## config.mk

```make
export PLATFORM = sky130hd
export DESIGN_NAME = sensor_pipe_filter
export DESIGN_NICKNAME = d
export VERILOG_FILES = /design/src/rtl/sensor_pipe_filter.sv
export SDC_FILE = /design/constraint.sdc
export NUM_CORES = 1
export LEC_CHECK = 0
export CAP_MARGIN = 20
export CORE_AREA = 4 4 179 181
export DETAILED_ROUTE_END_ITERATION = 10
export DIE_AREA = 0 0 183 185
export PLACE_DENSITY = 0.88
export SLEW_MARGIN = 20
export SYNTH_ARGS = -nofsm -noshare
export SYNTH_HDL_FRONTEND = slang
export SYNTH_SLANG_ARGS = --single-unit
```

## constraint.sdc

```tcl
create_clock -name clk -period 4.6 [get_ports clk]
set_clock_uncertainty 0.1 [all_clocks]
set_input_delay 0.92 -clock clk [delete_from_list [all_inputs] [get_ports clk]]
set_output_delay 0.92 -clock clk [all_outputs]
set_load 0.05 [all_outputs]
```

## src/rtl/sensor_pipe_filter.sv

```systemverilog
// Elastic multi-channel sensor pipeline with per-channel moving-average filter.
// Define SENSOR_PIPE_STATS_EN to add the stall_count/sample_count ports.
module sensor_pipe_filter #(
  parameter int DATA_WIDTH = 16,
  parameter int STAGES     = 3,
  parameter int CH_BITS    = 2,
  parameter int AVG_LOG2   = 2
) (
  input  logic                  clk,
  input  logic                  reset_n,
  input  logic [DATA_WIDTH-1:0] in_data,
  input  logic [CH_BITS-1:0]    in_ch,
  input  logic                  in_valid,
  output logic                  in_ready,
  input  logic                  mode,
  output logic [DATA_WIDTH-1:0] out_data,
  output logic [CH_BITS-1:0]    out_ch,
  output logic                  out_valid,
  input  logic                  out_ready
`ifdef SENSOR_PIPE_STATS_EN
  ,
  output logic [15:0]           stall_count,
  output logic [15:0]           sample_count
`endif
);

  localparam int NCH = 1 << CH_BITS;
  localparam int WIN = 1 << AVG_LOG2;
  localparam int SW  = DATA_WIDTH + AVG_LOG2;

  logic [DATA_WIDTH-1:0] st_data [STAGES];
  logic [CH_BITS-1:0]    st_ch   [STAGES];
  logic [STAGES-1:0]     st_vld;
  logic [STAGES-1:0]     adv;

  logic [DATA_WIDTH-1:0] hist [NCH][WIN];
  logic [SW-1:0]         sum  [NCH];
  logic [AVG_LOG2-1:0]   ptr  [NCH];

  logic                  xfer_in;
  logic [DATA_WIDTH-1:0] oldest;
  logic [SW-1:0]         new_sum;
  logic [DATA_WIDTH-1:0] payload;

  // A stage may move when any stage at or after it is empty, or the sink drains.
  always_comb begin
    adv = '0;
    for (int k = 0; k < STAGES; k++) begin
      adv[k] = out_ready;
      for (int j = k; j < STAGES; j++) begin
        if (!st_vld[j]) adv[k] = 1'b1;
      end
    end
  end

  assign in_ready = adv[0];
  assign xfer_in  = in_valid & in_ready;

  always_comb begin
    oldest  = hist[in_ch][ptr[in_ch]];
    new_sum = sum[in_ch] - SW'(oldest) + SW'(in_data);
    payload = mode ? new_sum[SW-1:AVG_LOG2] : in_data;
  end

  always_ff @(posedge clk or negedge reset_n) begin
    if (!reset_n) begin
      for (int c = 0; c < NCH; c++) begin
        sum[c] <= '0;
        ptr[c] <= '0;
        for (int w = 0; w < WIN; w++) hist[c][w] <= '0;
      end
    end else if (xfer_in) begin
      hist[in_ch][ptr[in_ch]] <= in_data;
      sum[in_ch]              <= new_sum;
      ptr[in_ch]              <= ptr[in_ch] + AVG_LOG2'(1);
    end
  end

  always_ff @(posedge clk or negedge reset_n) begin
    if (!reset_n) begin
      st_vld <= '0;
      for (int k = 0; k < STAGES; k++) begin
        st_data[k] <= '0;
        st_ch[k]   <= '0;
      end
    end else begin
      if (adv[0]) begin
        st_vld[0] <= in_valid;
        if (in_valid) begin
          st_data[0] <= payload;
          st_ch[0]   <= in_ch;
        end
      end
      for (int k = 1; k < STAGES; k++) begin
        if (adv[k]) begin
          st_vld[k] <= st_vld[k-1];
          if (st_vld[k-1]) begin
            st_data[k] <= st_data[k-1];
            st_ch[k]   <= st_ch[k-1];
          end
        end
      end
    end
  end

  assign out_data  = st_data[STAGES-1];
  assign out_ch    = st_ch[STAGES-1];
  assign out_valid = st_vld[STAGES-1];

`ifdef SENSOR_PIPE_STATS_EN
  always_ff @(posedge clk or negedge reset_n) begin
    if (!reset_n) begin
      stall_count  <= '0;
      sample_count <= '0;
    end else begin
      if (out_valid && !out_ready && stall_count != 16'hFFFF)
        stall_count <= stall_count + 16'd1;
      if (out_valid && out_ready)
        sample_count <= sample_count + 16'd1;
    end
  end
`endif

endmodule

```

==> run_results.csv, run 1 <==
group,metric,value,unit
hold_path,hold_class,"input pin to async pin",
synthesis,syn_nets,1568,
timing,setup_viol,0,
synthesis,synth_area_leaders,"dfrtp_1, mux2_2, mux4_2",
placed_design,dp_hpwl,30.6,mm
floorplanning,boundaryPins,43,
final_layout,multi_input_area,8050,sq um
final_layout,fin_nets,1658,
synthesis,synth_edf_count,0,
routing,drc_errors,0,
worst_setup_path,cp-start-kind,"input pin",
final_layout,nFillCells,1874,
worst_setup_path,path_max_fanout,19,
placed_design,place.gp.congestion,0.921,
run_status,outcome,"complete, no violations",
cts,h-tree-depth,2,
worst_setup_path,cp_top_family,"compound AO/OA/AOI/OAI gates",
synthesis,ys_types,61,
worst_setup_path,cp_data_arrival_time,4.77,ns
worst_setup_path,rrSetupSlack,0.31,ns
global_route,gr-total-overflow,0,
final_layout,seq_area,9830,sq um
floorplanning,core_area,30400,sq um
floorplanning,fp-row-count,64,
floorplanning,dieArea,33900,sq um
placed_design,io_buffers,42,
cts,hold_buffers,0,
cts,cts_buffers,40,
floorplanning,fp.dieW,183,microns
global_route,groute.usage.overall,30.4,%
timing,fin_crit,4.46,ns
floorplanning,start_util,61.5,%
worst_setup_path,path_buf_inv,3,
synthesis,yosysWarnings,0,
worst_setup_path,cp-end-kind,"flip-flop",
routing,drt-initial-drc-count,1517,
flow_run,max_cap_viol_count,0,
routing,num_vias,13200,
timing,maxSlewViolCount,0,
timing,fin_tns_setup,0,ns
routing,wl,50.3,mm
routing,first_pass_iters,6,
placed_design,dp_slack,-0.247,ns
worst_setup_path,crit_path_top_delay_cell,"mux4_2",
global_route,first_global_vias,14100,
cts,clk_pin_slew,0.06,ns
global_route,grt_max_degree,126,
synthesis,ys_seq_elements,393,
timing,fin_crit_sh,97.0,%
final_layout,drive_gt1_share,31.6,%
global_route,grt_pass1_wl,79.8,mm
power_and_ir_drop,powerDensity,890,nW/um^2
routing,viasPerCell,6.51,
cts,cts_root_buf,"clkbuf_16",
synthesis,avgSynthCellArea,12.4,sq um
synthesis,yosysSeqAreaShare,52.6,%
timing,worstMarginPinSlew,1.06,ns
final_layout,finish.utilization,70.5,%
final_layout,antenna_cells,0,
routing,drt-wirelength-per-cell,24.9,microns
synthesis,synthArstFlopShare,100,%
cts,cts_buffer_depth,3,
synthesis,synth_ff_type,"dfrtp_1",
synthesis,synth_top_area_share,52.6,%
cts,cts_tree,"built",
synthesis,syn_inst,1507,
timing,finalWorstSetupSlack,0.139,ns
worst_setup_path,critPathKind,"input pin to flip-flop",
global_route,antenna_found_initial,0,
synthesis,yosysTopAreaCell,"dfrtp_1",
timing,hold_violations,0,
floorplanning,die_y,185,microns
cts,post-cts-setup-buffers,0,
worst_setup_path,cpPeakStageDelay,0.60,ns
worst_setup_path,crit_required,4.91,ns
final_layout,area_growth,14.6,%
timing,rsz0062_at_grt,"true",
timing,fmax,224,MHz
cts,clk-insertion-delay-late,0.54,ns
worst_setup_path,crit_chain,"buf_6 > mux4_2 > buf_4 > a211oi_1 > a21oi_1 > fa_1 > inv_1 > ha_1 > a21oi_1 > o21ai_1 > a31o_1 > a31oi_4 > o21ai_1 > xnor2_2 > a221o_1",
power_and_ir_drop,leakage,9.92,nW
synthesis,syn-cell-area,18700,sq um
routing,ant_nets,0,
power_and_ir_drop,vdd.ir_drop.worst,0.566,mV
timing,relSlewSlack,29.4,%
cts,clock-sinks,393,
area by class of cell:
type,count,area share (%)
Sequential cell,393,45.9
Multi-Input combinational cell,944,37.5
Timing Repair Buffer,162,6.94
Clock buffer,61,5.70
Tap cell,396,2.31
Inverter,56,0.981
Clock inverter,13,0.660
worst paths after layout:
path,from,to,cells past startpoint
min,reset_n,out_data[10],1
max reg2reg,ptr[1],st_data[47],14
min in group clk,sum[44],sum[44],2
max,in_ch[0],st_data[47],15
min reg2reg,sum[44],sum[44],2
max in group asynchronous,reset_n,hist[232],2
metrics by stage:
step	cell area [sq um]	total power, mW	instances	hold slack [ns]
2_1_floorplan	18800	11.5	1507	0.340
3_3_place_gp	20100	14.6	1951	0.352
3_5_place_dp	20100	15.2	1951	0.357
4_1_cts	21400	18.8	2025	0.378
5_1_grt	21400	20.1	2025	0.391
6_report	21400	19.1	2025	0.369
per-layer routing:
metal	wire [microns]	part of all wire (%)	GRT usage, %
met1	19000	38	39.8
met2	23900	48	48.7
met3	4590	9.1	6.36
met4	2820	5.6	15.8
met5	0	0	0
cells by family after synthesis:
| group | after synthesis | synth area share, % |
|---|---|---|
| DFF | 393 | 52.6 |
| adders and majority gates | 38 | 3.18 |
| buffers and inverters | 170 | 4.53 |
| muxes | 314 | 23.8 |
| AOI/OAI and AO/OA | 234 | 7.09 |
| and+or+nand+nor | 343 | 8.07 |
| xor gates and xnor gates | 15 | 0.702 |
layout by cell type (no fill, tap or decap), types with 9 or more instances in the layout:
| master | netlist | final |
|---|---|---|
| mux2i_1 | 23 | 23 |
| clkbuf_8 | 1 | 10 |
| ha_1 | 22 | 21 |
| nand2_1 | 258 | 258 |
| clkbuf_16 | 0 | 42 |
| mux4_2 | 82 | 82 |
| mux2_2 | 207 | 207 |
| nor2b_1 | 15 | 15 |
| nand2_2 | 10 | 10 |
| clkbuf_1 | 47 | 9 |
| nor2_1 | 17 | 17 |
| o21ai_0 | 149 | 149 |
| nor3_1 | 9 | 9 |
| a211oi_1 | 13 | 12 |
| buf_12 | 0 | 13 |
| clkdlybuf4s50_1 | 0 | 39 |
| inv_1 | 51 | 51 |
| fa_1 | 16 | 16 |
| dfrtp_1 | 393 | 393 |
| buf_4 | 33 | 108 |
| a21oi_1 | 37 | 35 |
cells in the mapped netlist (2+ instances only):
| cell type | count |
|---|---|
| a221o_1 | 2 |
| buf_4 | 33 |
| mux2i_1 | 23 |
| a211oi_1 | 13 |
| ha_1 | 22 |
| o21a_1 | 2 |
| nor2_1 | 17 |
| nand2_1 | 258 |
| o211ai_1 | 2 |
| mux4_2 | 82 |
| clkbuf_1 | 47 |
| and2_2 | 2 |
| o21ai_0 | 149 |
| clkinv_1 | 5 |
| mux2_2 | 207 |
| nand4b_1 | 2 |
| nor2b_1 | 15 |
| and2_1 | 2 |
| nand2b_1 | 6 |
| and3_1 | 4 |
| a21o_1 | 7 |
| nor2_4 | 2 |
| nand2_4 | 3 |
| o21ai_1 | 8 |
| nor3_1 | 9 |
| xnor2_1 | 7 |
| buf_2 | 24 |
| mux4_1 | 2 |
| nand2_2 | 10 |
| a21oi_1 | 37 |
| a31oi_1 | 2 |
| or2_2 | 2 |
| dfrtp_1 | 393 |
| buf_6 | 6 |
| buf_1 | 3 |
| xor2_1 | 8 |
| inv_1 | 51 |
| fa_1 | 16 |
| a211oi_2 | 2 |
power breakdown:
part / switching [mW] / leakage [nW] / total, mW / internal (mW)
combinational: 5.13 / 4.32 / 9.79 / 4.66
clock: 1.37 / 0.669 / 3.33 / 1.96
sequential: 0.908 / 4.93 / 5.96 / 5.06
total: 7.41 / 9.92 / 19.1 / 11.7
state kept, by name (all words and copies together), names as in the netlist:
name      flops
hist        256
out_ch        2
out_data     16
ptr           8
st_ch         4
st_data      32
st_vld        3
sum          72
repair_timing:
action	in CTS	in global routing
gates resized for setup	0	4
endpoints found under the hold margin	0	0
endpoints found under the setup margin	0	11
(Power assumes the default switching activity.)
==> run 2: changes to the inputs <==
SLEW_MARGIN = unset   (was 20)
==> results of run 2 <==
The final DEF is identical to that of run 1; final timing and power are the same.
==> run 3: changes to the inputs <==
CORE_AREA = 4 4 181 183   (was 4 4 179 181)
DIE_AREA = 0 0 185 187   (was 0 0 183 185)
PLACE_DENSITY = 0.87   (was 0.88)
==> run 3 against run 2 <==
Net effect: register-to-register slack gained 0.03 ns; non-clock buffer count grew 12; sequential cell count is the same; global-route usage down 1.9 points; die area rose by 2.2%; cell area is 0.53% higher; count of clock-buffer cells in the layout decreased by 2; cell count up 0.79%; combinational power fell by 2%; via count down 1.7%; critical endpoint unchanged; critical path depth is 1 higher; setup slack worse by 0.041 ns.
==> run_results.csv, run 3 (synthesis results as in run 1) <==
group,metric,value,unit
routing,first_pass_iters,5,
routing,ant_nets,0,
final_layout,area_growth,15.2,%
worst_setup_path,cp_top_family,"compound AO/OA/AOI/OAI gates",
final_layout,seq_area,9830,sq um
worst_setup_path,cpPeakStageDelay,0.55,ns
floorplanning,core_area,31200,sq um
placed_design,dp.cells,1969,
power_and_ir_drop,vdd.ir_drop.worst,0.531,mV
global_route,grt_max_degree,109,
final_layout,most-common-layout-cells,"dfrtp_1, nand2_1, mux2_2",
routing,num_vias,13000,
placed_design,postPlaceCellArea,20100,sq um
routing,wl,48.4,mm
floorplanning,fp.dieW,185,microns
cts,cts_root_buf,"clkbuf_16",
worst_setup_path,cp_data_arrival_time,4.82,ns
routing,viasPerCell,6.35,
placed_design,dp_hpwl,30.9,mm
routing,drt-initial-drc-count,1425,
worst_setup_path,cp-end-kind,"flip-flop",
floorplanning,start_util,59.9,%
final_layout,top_register,"hist",
worst_setup_path,path_buf_inv,3,
placed_design,place.gp.congestion,0.873,
timing,setup_viol,0,
worst_setup_path,crit_path_top_delay_cell,"mux4_2",
timing,maxSlewViolCount,0,
global_route,first_global_vias,13900,
floorplanning,die_y,187,microns
floorplanning,boundaryPins,43,
worst_setup_path,critPathKind,"input pin to flip-flop",
global_route,antenna_found_initial,0,
global_route,grt_pass1_wl,77.3,mm
final_layout,drive_gt1_share,32.0,%
timing,relSlewSlack,30.4,%
final_layout,multi_input_area,8050,sq um
worst_setup_path,path_max_fanout,23,
placed_design,dp_slack,-0.335,ns
worst_setup_path,rrSetupSlack,0.34,ns
global_route,gr-total-overflow,0,
final_layout,antenna_cells,0,
final_layout,fin_cells,2041,
hold_path,hold_class,"input pin to async pin",
flow_run,max_cap_viol_count,0,
global_route,groute.usage.overall,28.5,%
timing,hold_violations,0,
routing,drc_errors,0,
final_layout,layout_commonest_cell,"dfrtp_1",
timing,rsz0062_at_grt,"true",
worst_setup_path,crit_chain,"buf_6 > buf_12 > mux4_2 > nor2b_1 > a211oi_1 > a21oi_1 > fa_1 > inv_1 > ha_1 > nand4_2 > o22ai_2 > a31o_1 > a31oi_4 > o21ai_1 > xnor2_1 > a221o_1",
worst_setup_path,crit_required,4.92,ns
routing,drt-wirelength-per-cell,23.7,microns
cts,cts_buffers,40,
cts,clk-insertion-delay-late,0.55,ns
placed_design,io_buffers,42,
final_layout,finalInstanceArea,21600,sq um
timing,fin_crit_sh,97.9,%
final_layout,nFillCells,1967,
cts,cts_tree,"built",
cts,cts_buffer_depth,3,
timing,fin_crit,4.50,ns
cts,h-tree-depth,2,
timing,finalWorstSetupSlack,0.0977,ns
final_layout,fin_nets,1670,
cts,hold_buffers,0,
final_layout,largest_reg_flops,256,
cts,post-cts-setup-buffers,0,
final_layout,largestRegisters,"hist (256), sum (72), st_data (32)",
timing,fmax,222,MHz
cts,clk_pin_slew,0.06,ns
run_status,outcome,"complete, no violations",
cts,clock-sinks,393,
floorplanning,fp-row-count,65,
power_and_ir_drop,powerDensity,881,nW/um^2
worst_setup_path,cp-start-kind,"input pin",
timing,worstMarginPinSlew,1.04,ns
floorplanning,dieArea,34600,sq um
power_and_ir_drop,leakage,9.98,nW
## run 3: changes by cell type in the layout (fill, tap and decap cells not counted), sizes merged
cell | previous run | this run
clkinvlp | 2 | 1
buf | 123 | 135
clkbuf | 61 | 59
bufinv | 2 | 4
clkinv | 13 | 12
## run 3: path summary, 6_finish.rpt
| kind | startpoint | end | depth (start not counted) |
|---|---|---|---|
| max | in_ch[0] | st_data[47] | 16 |
| min | reset_n | out_data[12] | 1 |
| max reg2reg | ptr[1] | st_data[47] | 15 |
| min reg2reg | sum[4] | sum[4] | 2 |
| max in group asynchronous | reset_n | hist[205] | 2 |
| min in group clk | sum[4] | sum[4] | 2 |
## run 3: area by class of cell
type,instances,area share (%)
clock buffers,59,5.64
repair buffers,174,7.22
multi-input cells,944,37.3
inverters,56,0.975
clock inverters,13,0.848
flip-flops and latches,393,45.6
well taps,402,2.33
## run 3: metrics by stage
stage	power (mW)	hold slack, ns	setup TNS (ns)	util, %
3_3_place_gp	14.7	0.353	-6.69	64.4
4_1_cts	18.8	0.374	0	68.9
5_1_grt	20.1	0.396	-0.0718	69.0
3_5_place_dp	15.2	0.359	-10.08	64.4
2_1_floorplan	11.5	0.340	0	-
6_report	19.0	0.323	0	69.0
## run 3: report_power, final
part	internal (mW)	switching, mW
clock	2.06	1.37
sequential	5.06	0.892
combinational	4.68	4.94
## run 3: per-layer routing
metal / wire [microns] / vias to the layer above / track usage [%] / share of wire, %
met5: 0 / - / 0 / 0
met4: 2090 / 0 / 12.3 / 4.3
met3: 4430 / 145 / 6.77 / 9.2
met2: 23300 / 661 / 44.8 / 48
met1: 18600 / 6683 / 38.4 / 38
li1: - / 5467 / - / -
## run 3: timing repair
| item | 4_1_cts | 5_1_grt |
|---|---|---|
| endpoints found under the setup margin | 0 | 11 |
| endpoints found under the hold margin | 0 | 0 |
| resized for setup | 0 | 5 |
